===== config.mk =====
export PLATFORM = sky130hd
export DESIGN_NAME = draw_sprite_anim_flat
export DESIGN_NICKNAME = d
export VERILOG_FILES = /design/src/rtl/draw_sprite_anim_if.sv /design/src/rtl/draw_sprite_anim.sv /design/src/flat_wrapper.sv
export SDC_FILE = /design/constraint.sdc
export NUM_CORES = 1
export LEC_CHECK = 0
export ABC_AREA = 1
export CAP_MARGIN = 20
export CORE_AREA = 8 8 132 103
export DETAILED_ROUTE_END_ITERATION = 8
export DIE_AREA = 0 0 140 111
export HOLD_SLACK_MARGIN = 0.08
export MAX_ROUTING_LAYER = met4
export PLACE_DENSITY = 0.75
export SYNTH_ARGS = -nofsm -noshare
export SYNTH_HDL_FRONTEND = slang
export SYNTH_SLANG_ARGS = --single-unit

===== constraint.sdc =====
create_clock -name clk60MHz -period 1.4 [get_ports clk60MHz]
set_input_delay 0.14 -clock clk60MHz [delete_from_list [all_inputs] [get_ports clk60MHz]]
set_output_delay 0.14 -clock clk60MHz [all_outputs]
set_load 0.1 [all_outputs]

===== src/rtl/draw_sprite_anim_if.sv =====
// VGA timing and colour bundle passed between chained drawing stages.
interface vga_if;
   logic [10:0] vcount;
   logic        vsync;
   logic        vblnk;
   logic [10:0] hcount;
   logic        hsync;
   logic        hblnk;
   logic [11:0] rgb;

   modport in  (input  vcount, vsync, vblnk, hcount, hsync, hblnk, rgb);
   modport out (output vcount, vsync, vblnk, hcount, hsync, hblnk, rgb);
endinterface


===== src/rtl/draw_sprite_anim.sv =====
// Animated, mirrorable, colour-keyed sprite overlay for the vga_if pipeline.
// Position, enable, mirror and animation step update only at the start of vertical blanking.
module draw_sprite_anim #(
   parameter int          SPRITE_W    = 64,
   parameter int          SPRITE_H    = 64,
   parameter int          FRAMES      = 4,
   parameter int          FRAME_DIV   = 8,
   parameter int          ROM_LATENCY = 1,
   parameter logic [11:0] TRANSPARENT = 12'hF0F,
   localparam int         XW          = $clog2(SPRITE_W),
   localparam int         YW          = $clog2(SPRITE_H),
   localparam int         FW          = $clog2(FRAMES)
) (
   input  logic               clk60MHz,
   input  logic               rst,
   input  logic [10:0]        xpos,
   input  logic [10:0]        ypos,
   input  logic               mirror,
   input  logic               enable,
   input  logic               anim_run,
   input  logic [11:0]        rgb_pixel,
   output logic [FW+YW+XW-1:0] pixel_addr,
   output logic [FW-1:0]      frame_idx,
   vga_if.in                  in,
   vga_if.out                 out
);

   localparam logic [XW-1:0] DX_MAX = XW'(SPRITE_W - 1);
   localparam logic [7:0]    DIV_MAX = 8'(FRAME_DIV - 1);

   typedef struct packed {
      logic [10:0] vcount;
      logic        vsync;
      logic        vblnk;
      logic [10:0] hcount;
      logic        hsync;
      logic        hblnk;
      logic [11:0] rgb;
      logic        hit;
   } beat_t;

   logic          vblnk_prev;
   logic          vb_rise;
   logic [10:0]   ax;
   logic [10:0]   ay;
   logic          am;
   logic          aen;
   logic [7:0]    div_cnt;
   logic          hit;
   logic [11:0]   h_ext;
   logic [11:0]   v_ext;
   logic [XW-1:0] dx_raw;
   logic [XW-1:0] dx;
   logic [YW-1:0] dy;
   beat_t         head;
   beat_t         tail;
   beat_t         pipe [ROM_LATENCY];

   assign vb_rise = in.vblnk && !vblnk_prev;
   assign tail    = pipe[ROM_LATENCY-1];

   // NOTE: every signal gets a value on every path through always_comb, so no latch is inferred.
   always_comb begin
      // 12-bit compares let a sprite near count 2047 clip instead of wrapping to column 0.
      h_ext  = {1'b0, in.hcount};
      v_ext  = {1'b0, in.vcount};
      hit    = aen
               && (h_ext >= {1'b0, ax}) && (h_ext < {1'b0, ax} + 12'(SPRITE_W))
               && (v_ext >= {1'b0, ay}) && (v_ext < {1'b0, ay} + 12'(SPRITE_H));
      dx_raw = XW'(in.hcount - ax);
      dx     = am ? DX_MAX - dx_raw : dx_raw;
      dy     = YW'(in.vcount - ay);
      pixel_addr = rst ? '0 : {frame_idx, dy, dx};

      head.vcount = in.vcount;
      head.vsync  = in.vsync;
      head.vblnk  = in.vblnk;
      head.hcount = in.hcount;
      head.hsync  = in.hsync;
      head.hblnk  = in.hblnk;
      head.rgb    = in.rgb;
      head.hit    = hit;
   end

   // NOTE: sequential state uses non-blocking assignments so every register samples pre-edge values.
   always_ff @(posedge clk60MHz) begin
      if (rst) begin
         vblnk_prev <= 1'b0;
         ax         <= '0;
         ay         <= '0;
         am         <= 1'b0;
         aen        <= 1'b0;
         div_cnt    <= '0;
         frame_idx  <= '0;
      end else begin
         vblnk_prev <= in.vblnk;
         if (vb_rise) begin
            ax  <= xpos;
            ay  <= ypos;
            am  <= mirror;
            aen <= enable;
            if (anim_run) begin
               if (div_cnt == DIV_MAX) begin
                  div_cnt   <= '0;
                  frame_idx <= frame_idx + FW'(1);
               end else begin
                  div_cnt <= div_cnt + 8'd1;
               end
            end
         end
      end
   end

   // NOTE: the delay line is reset on purpose so a mid-frame reset discards in-flight pixels.
   always_ff @(posedge clk60MHz) begin
      if (rst) begin
         for (int i = 0; i < ROM_LATENCY; i++) pipe[i] <= '0;
      end else begin
         pipe[0] <= head;
         for (int i = 1; i < ROM_LATENCY; i++) pipe[i] <= pipe[i-1];
      end
   end

   // The delayed beat meets the ROM word addressed ROM_LATENCY clocks earlier.
   always_ff @(posedge clk60MHz) begin
      if (rst) begin
         out.vcount <= '0;
         out.vsync  <= 1'b0;
         out.vblnk  <= 1'b0;
         out.hcount <= '0;
         out.hsync  <= 1'b0;
         out.hblnk  <= 1'b0;
         out.rgb    <= '0;
      end else begin
         out.vcount <= tail.vcount;
         out.vsync  <= tail.vsync;
         out.vblnk  <= tail.vblnk;
         out.hcount <= tail.hcount;
         out.hsync  <= tail.hsync;
         out.hblnk  <= tail.hblnk;
         out.rgb    <= (!tail.vblnk && !tail.hblnk && tail.hit && (rgb_pixel != TRANSPARENT))
                       ? rgb_pixel : tail.rgb;
      end
   end

endmodule


===== src/flat_wrapper.sv =====
// flat-port wrapper written by rule: the top's interface ports become plain ports
module draw_sprite_anim_flat 
#(
   parameter int          SPRITE_W    = 64,
   parameter int          SPRITE_H    = 64,
   parameter int          FRAMES      = 4,
   parameter int          FRAME_DIV   = 8,
   parameter int          ROM_LATENCY = 1,
   parameter logic [11:0] TRANSPARENT = 12'hF0F,
   localparam int         XW          = $clog2(SPRITE_W),
   localparam int         YW          = $clog2(SPRITE_H),
   localparam int         FW          = $clog2(FRAMES)
)
  (clk60MHz, rst, xpos, ypos, mirror, enable, anim_run, rgb_pixel, pixel_addr, frame_idx, in_vcount, in_vsync, in_vblnk, in_hcount, in_hsync, in_hblnk, in_rgb, out_vcount, out_vsync, out_vblnk, out_hcount, out_hsync, out_hblnk, out_rgb);
  vga_if in_i ();
  vga_if out_i ();
  input  logic clk60MHz;
  input  logic rst;
  input  logic [10:0] xpos;
  input  logic [10:0] ypos;
  input  logic mirror;
  input  logic enable;
  input  logic anim_run;
  input  logic [11:0] rgb_pixel;
  output logic [FW+YW+XW-1:0] pixel_addr;
  output logic [FW-1:0] frame_idx;
  input wire logic [$bits(in_i.vcount)-1:0] in_vcount;
  input wire logic [$bits(in_i.vsync)-1:0] in_vsync;
  input wire logic [$bits(in_i.vblnk)-1:0] in_vblnk;
  input wire logic [$bits(in_i.hcount)-1:0] in_hcount;
  input wire logic [$bits(in_i.hsync)-1:0] in_hsync;
  input wire logic [$bits(in_i.hblnk)-1:0] in_hblnk;
  input wire logic [$bits(in_i.rgb)-1:0] in_rgb;
  output wire logic [$bits(out_i.vcount)-1:0] out_vcount;
  output wire logic [$bits(out_i.vsync)-1:0] out_vsync;
  output wire logic [$bits(out_i.vblnk)-1:0] out_vblnk;
  output wire logic [$bits(out_i.hcount)-1:0] out_hcount;
  output wire logic [$bits(out_i.hsync)-1:0] out_hsync;
  output wire logic [$bits(out_i.hblnk)-1:0] out_hblnk;
  output wire logic [$bits(out_i.rgb)-1:0] out_rgb;
  assign in_i.vcount = in_vcount;
  assign in_i.vsync = in_vsync;
  assign in_i.vblnk = in_vblnk;
  assign in_i.hcount = in_hcount;
  assign in_i.hsync = in_hsync;
  assign in_i.hblnk = in_hblnk;
  assign in_i.rgb = in_rgb;
  assign out_vcount = out_i.vcount;
  assign out_vsync = out_i.vsync;
  assign out_vblnk = out_i.vblnk;
  assign out_hcount = out_i.hcount;
  assign out_hsync = out_i.hsync;
  assign out_hblnk = out_i.hblnk;
  assign out_rgb = out_i.rgb;
  draw_sprite_anim #(.SPRITE_W(SPRITE_W), .SPRITE_H(SPRITE_H), .FRAMES(FRAMES), .FRAME_DIV(FRAME_DIV), .ROM_LATENCY(ROM_LATENCY), .TRANSPARENT(TRANSPARENT)) u_core (.clk60MHz(clk60MHz), .rst(rst), .xpos(xpos), .ypos(ypos), .mirror(mirror), .enable(enable), .anim_run(anim_run), .rgb_pixel(rgb_pixel), .pixel_addr(pixel_addr), .frame_idx(frame_idx), .in(in_i), .out(out_i));
endmodule

Yosys cells after proc, flatten, opt, wreduce, memory -nomap -nowiden
Memory sizes are Yosys's and may differ from the RTL's. Index checks and enable logic that the tools add are counted.

Memory bits (writable): 39. Register bits: 73. Output and inout port bits: 54. Word-level logic and storage cells: 51. Memories kept: 1.

Equal/unequal tests: 2. Muxes and demuxes: 9. Order comparisons: 4. Add/sub/neg operators: 7. Reduce and logical (&&, ||, !) cells: 14.

Memory list: u_core.pipe (depth 1, bits a word 39, read ports 1, clocked after Yosys merged registers in 0, wr ports 1, line draw_sprite_anim.sv:57) `beat_t pipe [ROM_LATENCY];`.

Operators with widths (number): 2-to-1 mux 39 bit (1); OR reduction 39 bit (1); adder 11 x 7 -> 12 bit (second input constant) (2); less-than comparator 11 x 12 -> 1 bit (2); >= comparator 11 bit (2); 2-to-1 mux 14 bit (1); 2-to-1 mux 12 bit (1); != test 12 bit (second input constant) (1); subtractor 6 bit (2); adder 8 x 1 -> 8 bit (second input constant) (1); == test 8 x 3 -> 1 bit (second input constant) (1); logical AND 1 bit (8); 2-to-1 mux 8 bit (1); 2-to-1 mux 6 bit (1); subtractor 6 bit (first input constant) (1); 2-to-1 mux 1 bit (4); logical NOT 1 bit (3); AND reduction 3 bit (1); adder 2 x 1 -> 2 bit (second input constant) (1); AND reduction 2 bit (1).

Logic depth before layout (Yosys ltp)
Depth in word-level cells: 6. Depth in mapped cells: 13. Depth with buffers taken out: 13.

Least setup slack after synthesis
Ideal clock, no wire load.

Kind: reg-to-output. Start point: reg u_core.ax[0]. End point: out pixel_addr[2]. Arrival: 2.639 ns. Buffers on the path: 0. Cell stages (with the launch flop): 7. Slack: -1.379 ns. Data required time: 1.260 ns. Cell sequence: dfxtp_1 > ha_1 > inv_1 > fa_1 > xor2_1 > o21ai_0 > a21oi_1.

Word-level cells in the longest chain between the ends: 4.

Ends and longest elaborated chain: start, declared (line draw_sprite_anim.sv:44) `logic [10:0] ax;`; start signal, assigned (line draw_sprite_anim.sv:98) `ax <= xpos;`; subtractor 6 bit * (line draw_sprite_anim.sv:70) `dx_raw = XW'(in.hcount - ax);`; subtractor 6 bit (line draw_sprite_anim.sv:71) `dx = am ? DX_MAX - dx_raw : dx_raw;`; 2-to-1 mux 6 bit * (line draw_sprite_anim.sv:71); 2-to-1 mux 14 bit * (line draw_sprite_anim.sv:73) `pixel_addr = rst ? '0 : {frame_idx, dy, dx};`; end, declared (line flat_wrapper.sv:25) `output logic [FW+YW+XW-1:0] pixel_addr;`.

Mark *: on every way between the ends. The rest lies on a longest branch, timed or not.

Worst setup path in the final report
Same ends and word-level chain as after synthesis.

==> run metrics <==
Chip Height=111 um; Synth area leaders=dfxtp_1, nor2_1, inv_1, ha_1, nand2_1; Final Hold Fails=0; Max-Cap Viols=0; number of global-route vias before repair=5121; CTS Buf Count=9; Root Driver=clkbuf_16; placed cells=971; first-pass GRT wire length=24610 um; Switching Share=32.86%; largest net degree at the start of global routing=56; GRT Resource Usage Total=20.03%; CP endpoint kind=output pin; failing checks=negative setup slack; Post-Syn Area=4936 um^2; Warnings, synthesis=0; ANT nets after route=0; Via Count=4797; clk buf depth=2; Reg clk slew, reported paths=70 ps; dpl cell area=7721 um^2; ys async rst share=0%; cell area after layout=8418 um^2; Crit. Startpoint=u_core.ax[0]$_SDFFE_PP0P_; initial antenna violation count=0; Initial Utilization=43.29%; Psw=2933 uW; Int Pwr=5993 uW; Comb power frac=32.4%; Synth Instances=652; total gr overflow=0; Worst setup endpoint=pixel_addr[2]; Leak Pwr=0.003738 uW; worst min-delay path category=input port to register; Die ar.=15540 um^2; CTS HTree Levels=3; Post-Syn Area per Cell=7.571 um^2; setup_tns=-5969 ps; critical path launch point type=register; I/O pin count=131; VDD IR max=0.5618 mV; share of cells above drive strength 1=30.46%; crit path time final=2126 ps; Yosys reg bits=111; FF-to-FF End=u_core.pipe[0][0]$_SDFF_PP0_; area grow syn2layout=70.54%; DRT iter0 DRCs=210; GPL Wtd Cong=0.8811; Clock Skews=5.558 ps; final WL=14840 um; WL per Instance=14.82 um; max-slew violations=0; dpl hpwl=11090 um; Pre-antenna DRT Iters=4; via/cell ratio=4.792; most common cell in the synthesized netlist=nor2_1; Core Box Area=11400 um^2; synth unique cells=35; Synth area leader=dfxtp_1; fin util=73.84%; crit share post-route=151.9%; Clk network pwr share=29.3%; Reg area=2258 um^2; power per cell area=1060 nW/um^2; Synth top cells by count=nor2_1, inv_1, dfxtp_1; clk sinks=111; diode count=0; area taken by multi-input logic gates=2724 um^2; Achievable Freq=0.4704 GHz; FILL cells=792; hold_ws=214.5 ps; cell depth of the worst flop-to-flop path=10; num rows=34; RSZ-0062 raised after global routing=true; fin cells=1001; worst reg2reg startpoint=u_core.ay[7]$_SDFFE_PP0P_; register share of total power=38.3%; Slew HR=73.87%; final setup violation count=12; Worst EP arrival=1990 ps; final net count=966; Port Buffers=130; Top FF cell, synth=dfxtp_1; R2R setup slack=-370 ps; crit path kind=register to output pin; Die W=140 um; Seq/Total Area, Yosys=45.02%; Final WS setup=-726.0 ps; syn_nets=766; Worst-Margin Slew=391.5 ps; status=finished, violations left; crit-path max FO=2; CP Data Required Time=1260 ps; EDFF count, synth=0; clk_lat worst skew=350 ps; TritonCTS clock tree=yes; Yosys top cell area share=45.02%; DRC errors left=0
## how the worst min path moves through the flow
stage               depth (start not counted)                              end  slack [ps]                          start
global route                                3    u_core.pipe[0][19]$_SDFF_PP0_         210                            rst
finish                                      3  u_core.out.hcount[5]$_SDFF_PP0_         210                            rst
global placement                            2      u_core.out.hsync$_SDFF_PP0_         390  u_core.pipe[0][14]$_SDFF_PP0_
detailed placement                          2  u_core.out.hcount[5]$_SDFF_PP0_         390  u_core.pipe[0][20]$_SDFF_PP0_
CTS                                         3  u_core.out.hcount[7]$_SDFF_PP0_         200                            rst
floorplan                                   2    u_core.pipe[0][10]$_SDFF_PP0_         250                      in_rgb[9]
## final cells by class
cell class              count  area share, %
well taps                 144          2.140
clock buffers              10          2.720
clock inverters             6         0.8918
multi-input cells         398          32.36
flip-flops and latches    111          26.83
inverters                 123          5.574
repair buffers            209          29.49
## power by group through the flow
stage / Combinational (uW) / Clock, uW / Sequential, uW
finish: 2890 / 2620 / 3420
detailed placement: 2620 / 0 / 3490
CTS: 2820 / 2690 / 3420
floorplan: 1220 / 0 / 3770
global placement: 2560 / 0 / 3480
global route: 3080 / 2810 / 3430
## stage by stage
| stage | worst slack [ps] | power [uW] |
|---|---|---|
| after floorplan | -448.6 | 4990 |
| after global placement | -597.7 | 6035 |
| after detailed placement | -657.1 | 6107 |
| after CTS | -678.2 | 8917 |
| after global routing | -783.3 | 9321 |
| final | -726.0 | 8927 |
## state kept, by name, indices dropped and copies added, names as in the netlist
signal and count:
u_core.aen 1, u_core.am 1, u_core.out.vsync 1, u_core.pipe 39, u_core.out.rgb 12, u_core.out.hsync 1
u_core.frame_idx 2, u_core.div_cnt 8, u_core.out.hcount 11, u_core.out.vblnk 1, u_core.ax 11, u_core.out.vcount 11
u_core.out.hblnk 1, u_core.ay 11
## per-layer routing
metal	track usage [%]	wire (um)	part of all wire, %
met5	-	0	0
met4	5.700	283	1.9
met3	5.379	911	6.1
met2	35.98	7731	52
met1	21.24	5909	40
## cell usage in the layout (no fill, tap or decap), types with 6 or more instances in the layout
cell,netlist,layout
a21oi_1,47,38
a21oi_4,0,6
buf_12,0,56
buf_4,1,71
buf_6,0,7
clkbuf_16,0,9
clkdlybuf4s50_1,0,74
dfxtp_1,111,96
dfxtp_2,0,8
dfxtp_4,0,7
ha_1,35,23
ha_4,0,12
inv_1,120,107
inv_2,2,13
nand2_1,82,69
nand2_2,2,11
nand3_1,20,15
nor2_1,129,117
nor2_4,1,10
o21ai_0,39,34
## worst max-delay path: stages (launching register included)
cell and delay [ps]:
dfxtp_2 370, ha_4 130, inv_2 40, fa_2 390, xor2_4 280, o21ai_4 90
a21oi_4 140, buf_12 190
## cell families (layout without fill, tap and decap cells)
| group | count (synthesis) | count (layout) | share of synthesized area, % |
|---|---|---|---|
| compound gates | 95 | 95 | 9.911 |
| xor+xnor | 14 | 14 | 2.484 |
| fa+ha+maj | 37 | 37 | 9.683 |
| buf+inv | 143 | 348 | 11.31 |
| flops | 111 | 111 | 45.02 |
| simple gates | 252 | 252 | 21.60 |
## what timing repair did
item	CTS	global route
gates resized for setup	55	18
pin swaps	26	23
setup buffers	12	5
endpoints found under the setup margin	13	14
hold buffers	0	0
hold endpoints to repair	0	0
Power figures use the tool's default switching activity.
==> patch 1, RTL diff (same flow settings) <==
`SPRITE_W` is set to 64 in 2 places; all go to 32.
--- a/src/rtl/draw_sprite_anim.sv
+++ b/src/rtl/draw_sprite_anim.sv
@@ -3,3 +3,3 @@
 module draw_sprite_anim #(
-   parameter int          SPRITE_W    = 64,
+   parameter int          SPRITE_W    = 32,
    parameter int          SPRITE_H    = 64,
--- a/src/flat_wrapper.sv
+++ b/src/flat_wrapper.sv
@@ -3,3 +3,3 @@
 #(
-   parameter int          SPRITE_W    = 64,
+   parameter int          SPRITE_W    = 32,
    parameter int          SPRITE_H    = 64,
Interface: changed (resized pixel_addr); port bits go from 131 to 130. The function was not compared with the original's and may differ.
==> patch 1 against the original RTL <==
The flow still finishes with violations (setup timing); setup slack better by 0.12 ns; clock power up 4%; non-clock buffer count down 2; sequential power about the same; clock skew up 0.0012 ns; first-iteration DRC count up 35%; routed wire length down 1.9%; area after synthesis up 2.3%; power down 1.6%; sequential cell count unchanged; cell area down 1.5%; die area unchanged; largest power group unchanged.
==> patch 1: results (changes against the original RTL) <==
* Clock buf/inv share at 0.0382 (+0.00208)
* CTS resizes at 22 (-60%)
* Initial drt markers at 283 (+35%)
* Gate Count Post-Synth at 662 (+1.5%)
* Compound-Gate Fraction of Synth Area at 0.101 (+0.00195)
* Buffers added on ports at 129 (-0.77%)
* VDD IR max at 0.566 mV (+0.76%)
* R2R Setup Slk at -0.28 ns (+0.09 ns)
* Hold Path End: u_core.pipe[0][1]
* Placer Congestion at 0.871 (-1.1%)
* Worst hold margin at 0.269 ns (+0.0541 ns)
* Register area share after synthesis at 0.440 (-0.0103)
* Synth unique cells at 34 (-2.9%)
* Syn nets at 777 (+1.4%)
* Violated checks: setup timing
* Synth Area in Adders at 0.0971 (+0.000270)
* Post-synthesis xor/xnor area fraction at 0.0260 (+0.00117)
* Status: finished, violations left
* Setup TNS at -4.91 ns (+1.06 ns)
* WL/cell at 14.5 um (-2.4%)
* Dpl hpwl at 11100 um (-0.16%)
* Reg area at 2240 um^2 (-0.83%)
* Worst r2r src: u_core.ax[6]
* Worst slew margin at 0.802 (+0.0631)
* Total track usage at 0.192 (-0.00874)
* Final setup viols at 11 (-1)
* R2R cell count at 12 (+2)
* Final Non-Filler Cells at 1006 (+0.50%)
* Vias in the first global route at 5000 (-2.4%)
* Multi-input logic area at 2620 um^2 (-4.0%)
* Final worst setup slack at -0.604 ns (+0.122 ns)
* Power Dens Cells at 1060 nW/um^2 (about the same)
patch 1: cell types whose count changed in the layout (fill, tap and decap cells not counted), sizes merged, moves of 2 or more:
| cell | unedited run | this run |
|---|---|---|
| nor3 | 8 | 12 |
| nand4 | 4 | 2 |
| nor2 | 131 | 117 |
| a21oi | 47 | 57 |
| nand3 | 21 | 28 |
| inv | 127 | 134 |
| nand2 | 85 | 82 |
| nand3b | 0 | 2 |
| o21ai | 42 | 34 |
| buf | 134 | 132 |
| a21boi | 0 | 2 |
patch 1: per-layer routing:
metal  global-route usage  up-vias  part of all wire
met4               0.0548        0             0.015
li1                     -     2429                 -
met1                0.222     2228              0.45
met5                    -        -                 0
met2                0.329      125              0.50
met3               0.0392       24             0.036
patch 1: cells by family after synthesis:
| group | count (synthesis) |
|---|---|
| AND/OR/NAND/NOR | 247 |
| buffers and inverters | 153 |
| flip-flops | 111 |
| AO/OA/AOI/OAI | 98 |
| adder cells (fa/ha/maj) | 38 |
| XOR/XNOR | 15 |
==> patch 2, RTL diff (same settings) <==
Made on the original files. One comparison of `div_cnt` changes from == to >=.
--- a/src/rtl/draw_sprite_anim.sv
+++ b/src/rtl/draw_sprite_anim.sv
@@ -102,3 +102,3 @@
             if (anim_run) begin
-               if (div_cnt == DIV_MAX) begin
+               if (div_cnt >= DIV_MAX) begin
                   div_cnt   <= '0;
Check against the original RTL: same outputs for any inputs over 10 cycles, from zero or initial values and one cycle with rst high; that may be too few to reach the edited logic, so the function may still have changed.
==> patch 2 against the original RTL <==
The flow still finishes with violations (setup timing); fmax shrank 4.2%; via count fell by 6.6%; highest routed layer unchanged; first-iteration DRC count grew 14%; setup slack worse by 0.093 ns; sequential power hardly changed; global-route usage is 1.8 points lower; area after synthesis fell by 2.8%; power shrank 1.8%; worst hold slack better by 0.088 ns; cell area is 3.9% lower; routed wire length is 6.8% lower; die area stayed put; sequential cell count did not move.
==> patch 2: results (changes against the original RTL) <==
* Status: finished, violations left
* Violated checks: setup timing
* Final worst setup slack at -0.819 ns (-0.0934 ns)
* Final net count at 914 (-5.4%)
* Non-Clock Buffer Count at 194 (-7.2%)
* Hold Path End: u_core.pipe[0][4]
* Share of cells above drive strength 1 at 0.291 (-0.0139)
* Number of fill cells at 852 (+7.6%)
* Mean Syn Cell Area at 7.80 um^2 (+3.0%)
* Largest net degree at the start of global routing at 79 (+41%)
* Top cells by count, synth: nor2_1, inv_1, dfxtp_1
* CP max-delay cell: dfxtp_4
* Final setup viols at 12 (unchanged)
* Area contributors post-synth: dfxtp_1, nor2_1, ha_1
* Post-CTS setup buffer count at 5 (-7)
* Compound-Gate Fraction of Synth Area at 0.107 (+0.00809)
* Met3 WL at 848 um (-6.9%)
* VDD IR max at 0.592 mV (+5.3%)
* Dpl hpwl at 10700 um (-3.2%)
* Multi-In Gates at 367 (-7.8%)
* Inverter count at 117 (-4.9%)
* Signal buf overhead at 0.294 (-0.00115)
* Clock Skew at 0.00623 ns (+0.000671 ns)
* DR WL met2 at 6750 um (-13%)
* First-pass GRT wire length at 22700 um (-8.0%)
* Initial drt markers at 239 (+14%)
* Hold Crit Start: in_rgb[3]
* P_int at 5790 uW (-3.3%)
* CTS resizes at 32 (-42%)
* Final Non-Filler Cells at 949 (-5.2%)
* Syn nets at 729 (-4.8%)
* Register area share after synthesis at 0.463 (+0.0130)
[patch 2: cell types whose count changed in the layout (fill, tap and decap cells not counted), moves of 5 or more]
cell | unedited run | this run
nand3_1 | 15 | 10
buf_4 | 71 | 57
nand2_1 | 69 | 47
nor3_2 | 5 | 0
nand2_2 | 11 | 5
[patch 2: metrics by stage]
step	power (uW)	TNS [ns]	worst slack, ns	instance area, um^2	hold slack (ns)
2_1_floorplan	5030	-3.79	-0.608	5170	0.247
3_3_place_gp	6050	-7.44	-0.775	7570	0.389
3_5_place_dp	6140	-8.08	-0.850	7570	0.395
4_1_cts	8790	-6.58	-0.833	8020	0.293
5_1_grt	9140	-7.27	-0.866	8090	0.306
6_report	8760	-6.61	-0.819	8090	0.303
[patch 2: power groups by stage]
stage               clock network [uW]  registers [uW]  logic (uW)
floorplan                            0            3780        1250
global placement                     0            3490        2570
detailed placement                   0            3500        2640
CTS                               2610            3420        2760
global route                      2720            3440        2970
finish                            2540            3420        2800
[patch 2: logic make-up (layout without fill, tap and decap cells)]
| kind of cell | after synthesis | after routing |
|---|---|---|
| adders and majority gates | 37 | 37 |
| muxes | 1 | 1 |
| DFF | 111 | 111 |
| buffers and inverters | 137 | 327 |
| AOI/OAI and AO/OA | 100 | 100 |
| xor gates and xnor gates | 13 | 13 |
| and+or+nand+nor | 216 | 216 |
[patch 2: worst max-delay path, delay by kind of cell, from the launching register on]
family	cells	cell delay [ns]
buffers and inverters	4	0.53
adders and majority gates	2	0.49
DFF	1	0.38
xor gates and xnor gates	1	0.17
AOI/OAI and AO/OA	1	0.15
[patch 2: metal layers]
layer | vias to the layer above | GRT usage
li1 | 2256 | -
met3 | 19 | 0.0521
met5 | - | -
met2 | 122 | 0.307
met1 | 2082 | 0.210
met4 | 0 | 0.0469
